--- src/rtl/dmem_pkg.sv ---
// Shared types and helpers for the data-memory arbiter slice.
package dmem_pkg;

  typedef enum logic {
    ST_SERVE = 1'b0,
    ST_CLEAR = 1'b1
  } state_t;

  localparam int WORD_W = 32;

  function automatic logic [29:0] word_idx(input logic [WORD_W-1:0] addr);
    return addr[31:2];
  endfunction

endpackage

--- src/rtl/dmem_arbiter_rr_arb2.sv ---
// Two-requester round-robin arbiter; the port that did not win last time wins a tie.
module rr_arb2 (
  input  logic       clk,
  input  logic       rst,
  input  logic [1:0] req,
  input  logic       en,
  output logic [1:0] gnt
);

  logic last_gnt_r;

  // Pick at most one requester, favouring the one not granted last.
  always_comb begin
    gnt = 2'b00;
    if (!en) begin
      gnt = 2'b00;
    end else if (req == 2'b11) begin
      gnt = last_gnt_r ? 2'b01 : 2'b10;
    end else begin
      gnt = req;
    end
  end

  // Remember the most recent winner; port 0 wins the first contention.
  always_ff @(posedge clk or posedge rst) begin
    if (rst) begin
      last_gnt_r <= 1'b1;
    end else if (gnt != 2'b00) begin
      last_gnt_r <= gnt[1];
    end else begin
      last_gnt_r <= last_gnt_r;
    end
  end

endmodule

--- src/rtl/dmem_arbiter.sv ---
// Data-memory front end: round-robin access for two ports, registered read
// return, and a sequencer that zeroes the whole memory.
module dmem_arbiter
  import dmem_pkg::*;
#(
  parameter int DEPTH          = 256,
  parameter bit CLEAR_ON_RESET = 1'b1
) (
  input  logic              clk,
  input  logic              rst,
  input  logic              clr_start,
  output logic              clr_busy,
  input  logic              m0_req,
  input  logic              m0_we,
  input  logic [WORD_W-1:0] m0_addr,
  input  logic [WORD_W-1:0] m0_wdata,
  output logic              m0_gnt,
  output logic              m0_rvalid,
  output logic [WORD_W-1:0] m0_rdata,
  output logic              m0_err,
  input  logic              m1_req,
  input  logic              m1_we,
  input  logic [WORD_W-1:0] m1_addr,
  input  logic [WORD_W-1:0] m1_wdata,
  output logic              m1_gnt,
  output logic              m1_rvalid,
  output logic [WORD_W-1:0] m1_rdata,
  output logic              m1_err,
  output logic              mem_we,
  output logic [WORD_W-1:0] mem_a,
  output logic [WORD_W-1:0] mem_wd,
  input  logic [WORD_W-1:0] mem_rd
);

  localparam int AW = $clog2(DEPTH);

  state_t            state_r;
  logic [AW-1:0]     clr_cnt_r;
  logic [1:0]        gnt_s;
  logic              arb_en_s;
  logic              any_s;
  logic              we_s;
  logic              oor_s;
  logic [WORD_W-1:0] addr_s;
  logic [WORD_W-1:0] wdata_s;
  logic [1:0]        rvalid_r;
  logic [1:0]        err_r;
  logic [WORD_W-1:0] rdata_r [2];

  // A pending clr_start takes the cycle, so no grant is issued alongside it.
  assign arb_en_s = (state_r == ST_SERVE) && !clr_start;

  rr_arb2 u_arb (
    .clk (clk),
    .rst (rst),
    .req ({m1_req, m0_req}),
    .en  (arb_en_s),
    .gnt (gnt_s)
  );

  // Steer the winning port's request onto shared signals.
  always_comb begin
    any_s   = |gnt_s;
    addr_s  = gnt_s[1] ? m1_addr  : m0_addr;
    wdata_s = gnt_s[1] ? m1_wdata : m0_wdata;
    we_s    = gnt_s[1] ? m1_we    : m0_we;
    oor_s   = word_idx(addr_s) >= 30'(DEPTH);
  end

  // Memory port: clear writes own it, otherwise the granted access drives it.
  always_comb begin
    mem_we = 1'b0;
    mem_a  = 32'h0000_0000;
    mem_wd = 32'h0000_0000;
    if (state_r == ST_CLEAR) begin
      mem_we = 1'b1;
      mem_a  = 32'({clr_cnt_r, 2'b00});
    end else if (any_s) begin
      mem_we = we_s & ~oor_s;
      mem_a  = addr_s;
      mem_wd = wdata_s;
    end else begin
      mem_we = 1'b0;
    end
  end

  // Clear sequencer: walk every word once, then hand the memory back.
  always_ff @(posedge clk or posedge rst) begin
    if (rst) begin
      state_r   <= CLEAR_ON_RESET ? ST_CLEAR : ST_SERVE;
      clr_cnt_r <= '0;
    end else begin
      case (state_r)
        ST_CLEAR: begin
          if (clr_cnt_r == AW'(DEPTH - 1)) begin
            state_r   <= ST_SERVE;
            clr_cnt_r <= '0;
          end else begin
            clr_cnt_r <= clr_cnt_r + AW'(32'd1);
          end
        end
        ST_SERVE: begin
          if (clr_start) begin
            state_r <= ST_CLEAR;
          end else begin
            state_r <= ST_SERVE;
          end
          clr_cnt_r <= '0;
        end
        default: begin
          state_r   <= ST_SERVE;
          clr_cnt_r <= '0;
        end
      endcase
    end
  end

  // Per-port response: read data and range error land one cycle after grant.
  always_ff @(posedge clk or posedge rst) begin
    if (rst) begin
      rvalid_r   <= 2'b00;
      err_r      <= 2'b00;
      rdata_r[0] <= 32'h0000_0000;
      rdata_r[1] <= 32'h0000_0000;
    end else begin
      for (int p = 0; p < 2; p++) begin
        rvalid_r[p] <= gnt_s[p] & ~we_s;
        err_r[p]    <= gnt_s[p] & oor_s;
        if (gnt_s[p] && !we_s) begin
          rdata_r[p] <= oor_s ? 32'h0000_0000 : mem_rd;
        end else begin
          rdata_r[p] <= rdata_r[p];
        end
      end
    end
  end

  assign clr_busy  = (state_r == ST_CLEAR);
  assign m0_gnt    = gnt_s[0];
  assign m1_gnt    = gnt_s[1];
  assign m0_rvalid = rvalid_r[0];
  assign m1_rvalid = rvalid_r[1];
  assign m0_err    = err_r[0];
  assign m1_err    = err_r[1];
  assign m0_rdata  = rdata_r[0];
  assign m1_rdata  = rdata_r[1];

endmodule
--- config.mk ---
export PLATFORM = sky130hd
export DESIGN_NAME = dmem_arbiter
export DESIGN_NICKNAME = d
export VERILOG_FILES = /design/src/rtl/dmem_pkg.sv /design/src/rtl/dmem_arbiter_rr_arb2.sv /design/src/rtl/dmem_arbiter.sv
export SDC_FILE = /design/constraint.sdc
export NUM_CORES = 1
export LEC_CHECK = 0
export ABC_AREA = 1
export CORE_ASPECT_RATIO = 1.1
export CORE_UTILIZATION = 33
export DETAILED_ROUTE_END_ITERATION = 10
export GPL_TIMING_DRIVEN = 0
export PLACE_DENSITY_LB_ADDON = 0.1
export SYNTH_ARGS = -nofsm -noshare
export SYNTH_HDL_FRONTEND = slang
export SYNTH_SLANG_ARGS = --single-unit
--- constraint.sdc ---
create_clock -name clk -period 2.5 [get_ports clk]
set_input_delay 0.375 -clock clk [delete_from_list [all_inputs] [get_ports clk]]
set_output_delay 0.375 -clock clk [all_outputs]
set_load 0.01 [all_outputs]
Yosys cells after proc, flatten, opt, wreduce, memory -nomap -nowiden
Index checks and enable logic that the tools add are counted.
{"block": "op_classes", "n_addsub": 1, "n_lt_le_gt_ge": 1, "eq_ne": 2, "mux": 18, "bitwise_logic": 8, "n_reduce_logical": 7}
{"op": "32-bit two-way mux", "n": 7}
{"op": "30-bit by 9-bit >= comparator with 1-bit output, second input constant", "n": 1}
{"op": "8-bit case mux with 2 select lines", "n": 1}
{"op": "8-bit by 1-bit adder with 8-bit output, second input constant", "n": 1}
{"op": "8-bit equality test, second input constant", "n": 1}
{"op": "8-bit two-way mux", "n": 1}
{"op": "2-bit two-way mux", "n": 3}
{"op": "1-bit bitwise AND", "n": 5}
{"op": "1-bit two-way mux", "n": 5}
{"op": "1-bit logical AND", "n": 3}
{"op": "1-bit inverter", "n": 3}
{"op": "2-bit equality test, second input constant", "n": 1}
{"op": "1-bit zero test", "n": 2}
{"op": "1-bit case mux with 2 select lines", "n": 1}
{"op": "2-bit nonzero test", "n": 1}
{"op": "2-bit OR reduction", "n": 1}
{"block": "word_totals", "ff_bits": 78, "input_bits": 167, "output_inout_bits": 136, "wordCells": 44}

Longest topological paths before layout
Gate-level depths: netlist (run 1).
{"block": "logic_depth", "depth_word": 9, "mapped_depth": 13, "depth_no_buf": 11}

Modules after synthesis
A second synthesis (run 1) with hierarchy kept.
{"block": "unflattened", "hier_cells": 699, "area_unflattened_um2": 4591.9}
{"module": "dmem_arbiter", "n_inst": 1, "cells_each": 687, "area_each_um2": 4523.1, "seq_area_each_um2": 1928.1}
{"module": "rr_arb2", "n_inst": 1, "cells_each": 12, "area_each_um2": 68.8, "seq_area_each_um2": 26.3}

Worst setup path before layout (run 1)
Ideal clock, no wire load.
{"block": "synth_path", "path_kind": "register -> output", "from": "register state_r (netlist: clr_busy)", "to": "output mem_we", "arrival_ps": 1844, "setup_slack_ps": 281, "stages_incl_launch_ff": 13, "cell_sequence": "dfstp_2 > nor2_4 > nand3_4 > buf_4 > nand2_1 > nand2_1 > nand2_1 > nor2_1 > nand2_1 > nor2_1 > buf_2 > nand2_1 > o21ai_0"}
{"block": "synth_between", "elab_chain_cells": 9, "elab_cells_between_ends": 11, "cone_classes": "order compare (1); mux (5); bitwise (3); reduce/logical (2)"}
{"element": "from (decl)", "line": "dmem_arbiter.sv:37", "text": "state_t state_r;"}
{"element": "from (signal assigned)", "line": "dmem_arbiter.sv:90", "text": "state_r <= CLEAR_ON_RESET ? ST_CLEAR : ST_SERVE;"}
{"element": "1-bit inverter", "line": "dmem_arbiter.sv:51", "text": "assign arb_en_s = (state_r == ST_SERVE) && !clr_start;"}
{"element": "1-bit logical AND", "line": "dmem_arbiter.sv:51"}
{"element": "2-bit two-way mux", "line": "dmem_arbiter_rr_arb2.sv:15", "text": "if (!en) begin"}
{"element": "32-bit two-way mux", "line": "dmem_arbiter.sv:64", "text": "addr_s = gnt_s[1] ? m1_addr : m0_addr;"}
{"element": "30-bit by 9-bit >= comparator with 1-bit output", "line": "dmem_arbiter.sv:67", "text": "oor_s = word_idx(addr_s) >= 30'(DEPTH);"}
{"element": "1-bit inverter", "line": "dmem_arbiter.sv:79", "text": "mem_we = we_s & ~oor_s;"}
{"element": "1-bit bitwise AND", "line": "dmem_arbiter.sv:79"}
{"element": "1-bit two-way mux", "line": "dmem_arbiter.sv:78", "text": "end else if (any_s) begin"}
{"element": "1-bit two-way mux (*)", "line": "dmem_arbiter.sv:75", "text": "if (state_r == ST_CLEAR) begin"}
{"element": "to (decl)", "line": "dmem_arbiter.sv:29", "text": "output logic mem_we,"}
Mark *: on every way between the ends. The rest lies on a longest branch, timed or not.

Worst setup path after layout (run 1)
{"block": "layout_path", "from": "register u_arb.last_gnt_r", "to": "output mem_we"}
{"block": "layout_between", "elab_chain_cells": 9, "elab_cells_between_ends": 11, "cone_classes": "order compare (1); mux (7); bitwise (2); reduce/logical (1)"}
{"element": "from (decl)", "line": "dmem_arbiter_rr_arb2.sv:10", "text": "logic last_gnt_r;"}
{"element": "from (signal assigned)", "line": "dmem_arbiter_rr_arb2.sv:29", "text": "last_gnt_r <= gnt[1];"}
{"element": "from (signal assigned)", "line": "dmem_arbiter_rr_arb2.sv:31", "text": "last_gnt_r <= last_gnt_r;"}
{"element": "2-bit two-way mux (*)", "line": "dmem_arbiter_rr_arb2.sv:18", "text": "gnt = last_gnt_r ? 2'b01 : 2'b10;"}
{"element": "2-bit two-way mux (*)", "line": "dmem_arbiter_rr_arb2.sv:17", "text": "end else if (req == 2'b11) begin"}
{"element": "2-bit two-way mux (*)", "line": "dmem_arbiter_rr_arb2.sv:15"}
{"element": "32-bit two-way mux", "line": "dmem_arbiter.sv:64"}
{"element": "30-bit by 9-bit >= comparator with 1-bit output", "line": "dmem_arbiter.sv:67"}
{"element": "1-bit inverter", "line": "dmem_arbiter.sv:79"}
{"element": "1-bit bitwise AND", "line": "dmem_arbiter.sv:79"}
{"element": "1-bit two-way mux (*)", "line": "dmem_arbiter.sv:78"}
{"element": "1-bit two-way mux (*)", "line": "dmem_arbiter.sv:75"}
Marked as above.

==> results of run 1 <==
## routing by layer
metal,track usage,share of wire,vias to the layer above
li1,-,-,2772
met2,0.492,0.51,256
met1,0.308,0.39,2723
met5,0,0,-
met4,0.0872,0.029,0
met3,0.0603,0.070,46
## report_power, final
group / internal (mW) / switching (mW)
registers: 1.33 / 0.0564
clock network: 0.869 / 0.519
logic: 0.437 / 0.362
total: 2.63 / 0.938
## area by class of cell
class	count	share of cell area
Clock buffer	9	0.0259
Clock inverter	6	0.00995
Multi-Input combinational cell	457	0.288
Timing Repair Buffer	343	0.371
Sequential cell	78	0.225
Inverter	37	0.0166
Tap cell	161	0.0232
Buffer	45	0.0395
## cell families after synthesis
group | Yosys count | share of synthesized area
xor+xnor | 2 | 0.00393
flops | 78 | 0.438
simple gates | 380 | 0.375
compound gates | 65 | 0.0768
mux | 8 | 0.0179
fa+ha+maj | 1 | 0.00280
buf+inv | 87 | 0.0852
## flip-flops by register name, summed over array words and instances (netlist names)
register,flops
err_r,2
m0_rdata,32
clr_busy,1
m1_rdata,32
clr_cnt_r,8
rvalid_r,2
u_arb.last_gnt_r,1
## per-stage QoR
stage	setup TNS [ps]	area, µm²
after floorplan	0	4460
after global placement	-159840	7690
after detailed placement	-79410	7720
after CTS	-130	8340
after global routing	-2830	8680
final	-7.83	8680
## critical path: stages, from the launching register on
cell and delay [ps]:
dfstp_2 550, nand2_4 70, nand3_4 140, buf_6 150, nand2_2 50, nand2_1 80
nand2_1 70, nor2_2 120, nand2_2 80, nor2_4 130, nand2_2 80, o21ai_2 130
buf_6 130
## path summary, 6_finish.rpt
check,from,end,cells after the start,slack (ps)
setup / recovery,u_arb.last_gnt_r$_DFFE_PP1N_,mem_we,12,-8
hold / removal,rst,m1_rdata[26]$_DFFE_PP0P_,2,390
setup reg to reg,u_arb.last_gnt_r$_DFFE_PP1N_,m1_rdata[14]$_DFFE_PP0P_,14,180
hold reg to reg,m0_rdata[28]$_DFFE_PP0P_,m0_rdata[28]$_DFFE_PP0P_,2,470
max in group asynchronous,rst,u_arb.last_gnt_r$_DFFE_PP1N_,3,1490
min in group clk,m0_rdata[28]$_DFFE_PP0P_,m0_rdata[28]$_DFFE_PP0P_,2,470
## cells in the mapped netlist, drive strengths merged, types with 2 or more instances
cell type / n
nand3: 2
xor2: 2
nand2: 256
clkbuf: 18
nand4: 84
nor2: 32
o22ai: 7
dfrtp: 76
inv: 36
dfstp: 2
a21oi: 47
a31oi: 3
mux2i: 8
buf: 32
nor3: 4
o21ai: 6
## what timing repair did
item,CTS,global route
pin swaps,10,24
setup endpoints to repair,113,95
buffers inserted,26,7
gates cloned,10,2
resized for setup,322,144
==> flow_summary.ini, run 1 <==
[layout]
stdcell_count = 1136
regArea_mm2 = 0.00195
layout-drive-gt1-share = 0.262
multi_input_area_mm2 = 0.00250
synthToLayoutAreaGrowth_pct = 94.5
n_fill_cell = 1115
final_core_util = 0.657
final_common_cell = clkdlybuf4s50_1
final_cell_mix = 232 x clkdlybuf4s50_1, 227 x nand2_1, 84 x nand4_1
antenna_cells = 0
nets = 1139

[pwr]
p_per_area_mw_per_mm2 = 412
max-vdd-ir-drop_mv = 0.301
cellLeakagePower_nw = 4.30
finalPower_mw = 3.57

[grt]
grt_pass1_wl_um = 28800
overflow = 0
grtUsageTotal = 0.267
grt_max_degree = 50
grt_pass1_vias = 5685
antenna_found_initial = 0

[floorplanning]
core_mm2 = 0.0132
die_w_um = 113
dieArea_mm2 = 0.0140
rows = 44
initial_core_util = 0.338
die_y_um = 124
ios = 303

[clocking]
cts_tree = built
clk-insertion-delay-late_ps = 330
clock_path_buffers = 2
hold_buffers = 0
numCtsBuffers = 9
clkTransAtPathRegs_ps = 60
htreeDepth = 3
cts-root-buf = clkbuf_16
cts_num_sinks = 78

[synthesis]
synthesis.area_mm2 = 0.00446
syn_inst = 621
synth_top_cell_area_share = 0.426
synth_edf_count = 0
avgSynthCellArea_um2 = 7.19
synthDistinctLibCells = 29
synth.net_count = 789
ys_warn_count = 0
yosysTopAreaCell = dfrtp_1
synth-async-reset-ratio = 1.00
ys_ff_latch = 78
synth_ff_type = dfrtp_1
ys_top_cells_by_area = dfrtp_1 43%, nand2_1 22%, nand4_1 12%, a21oi_1 5.3%, inv_1 2.9%
yosysSeqAreaShare = 0.438

[min_path]
holdCritPathClass = in -> async

[worst_setup_path]
setup.worst_path.end_class = output pin
worst_ep_arrival_time_ps = 2130
path_max_fanout = 5
path_class = reg -> out
cp-start-kind = flop
worst_ep_required_time_ps = 2120

[status]
violations = negative setup slack
status = finished, violations left

[timing]
finalWorstSetupSlack_ps = -7.63
fin_skew_ps = 6.63
hold_ws_ps = 392
rsz0062_at_grt = true
timing.slew.headroom = 0.659
slew_viol_final = 0
hold_viol = 0
final.min_clock_period_ps = 2510
setup-violations-final = 2
max_freq_mhz = 399
fin_crit_sh = 1.00
tightest_slew_ps = 511

[place]
dpl_worst_slack_ps = -1170
dpl.hpwl_um = 14300
gp_congestion = 0.881
dp.cells = 1085
port_buffers = 302

[routing]
route.detailed.vias_per_inst = 5.10
routedWlPerCell_um = 17.2
postRouteAntennaNets = 0
drt_iter0_drc = 375
drc_errors = 0
finalWirelength_um = 19500
vias = 5797
dr.pass1.iters = 5

[run]
maxCapViolCount = 0
No activity file was read; power rests on OpenSTA's default activity.
==> inputs of run 2 (changes only) <==
--- a/config.mk
+++ b/config.mk
@@ -8,6 +8,7 @@
 export ABC_AREA = 1
 export CORE_ASPECT_RATIO = 1.1
 export CORE_UTILIZATION = 33
+export CTS_CLUSTER_SIZE = 25
 export DETAILED_ROUTE_END_ITERATION = 10
 export GPL_TIMING_DRIVEN = 0
 export PLACE_DENSITY_LB_ADDON = 0.1
==> results of run 2 <==
The final DEF is identical to that of run 1; final timing and power are the same.
==> inputs of run 3 (changes only) <==
--- a/config.mk
+++ b/config.mk
@@ -12,6 +12,7 @@
 export DETAILED_ROUTE_END_ITERATION = 10
 export GPL_TIMING_DRIVEN = 0
 export PLACE_DENSITY_LB_ADDON = 0.1
+export SLEW_MARGIN = 0
 export SYNTH_ARGS = -nofsm -noshare
 export SYNTH_HDL_FRONTEND = slang
 export SYNTH_SLANG_ARGS = --single-unit
==> results of run 3 <==
The final DEF is identical to that of run 1; final timing and power are the same.
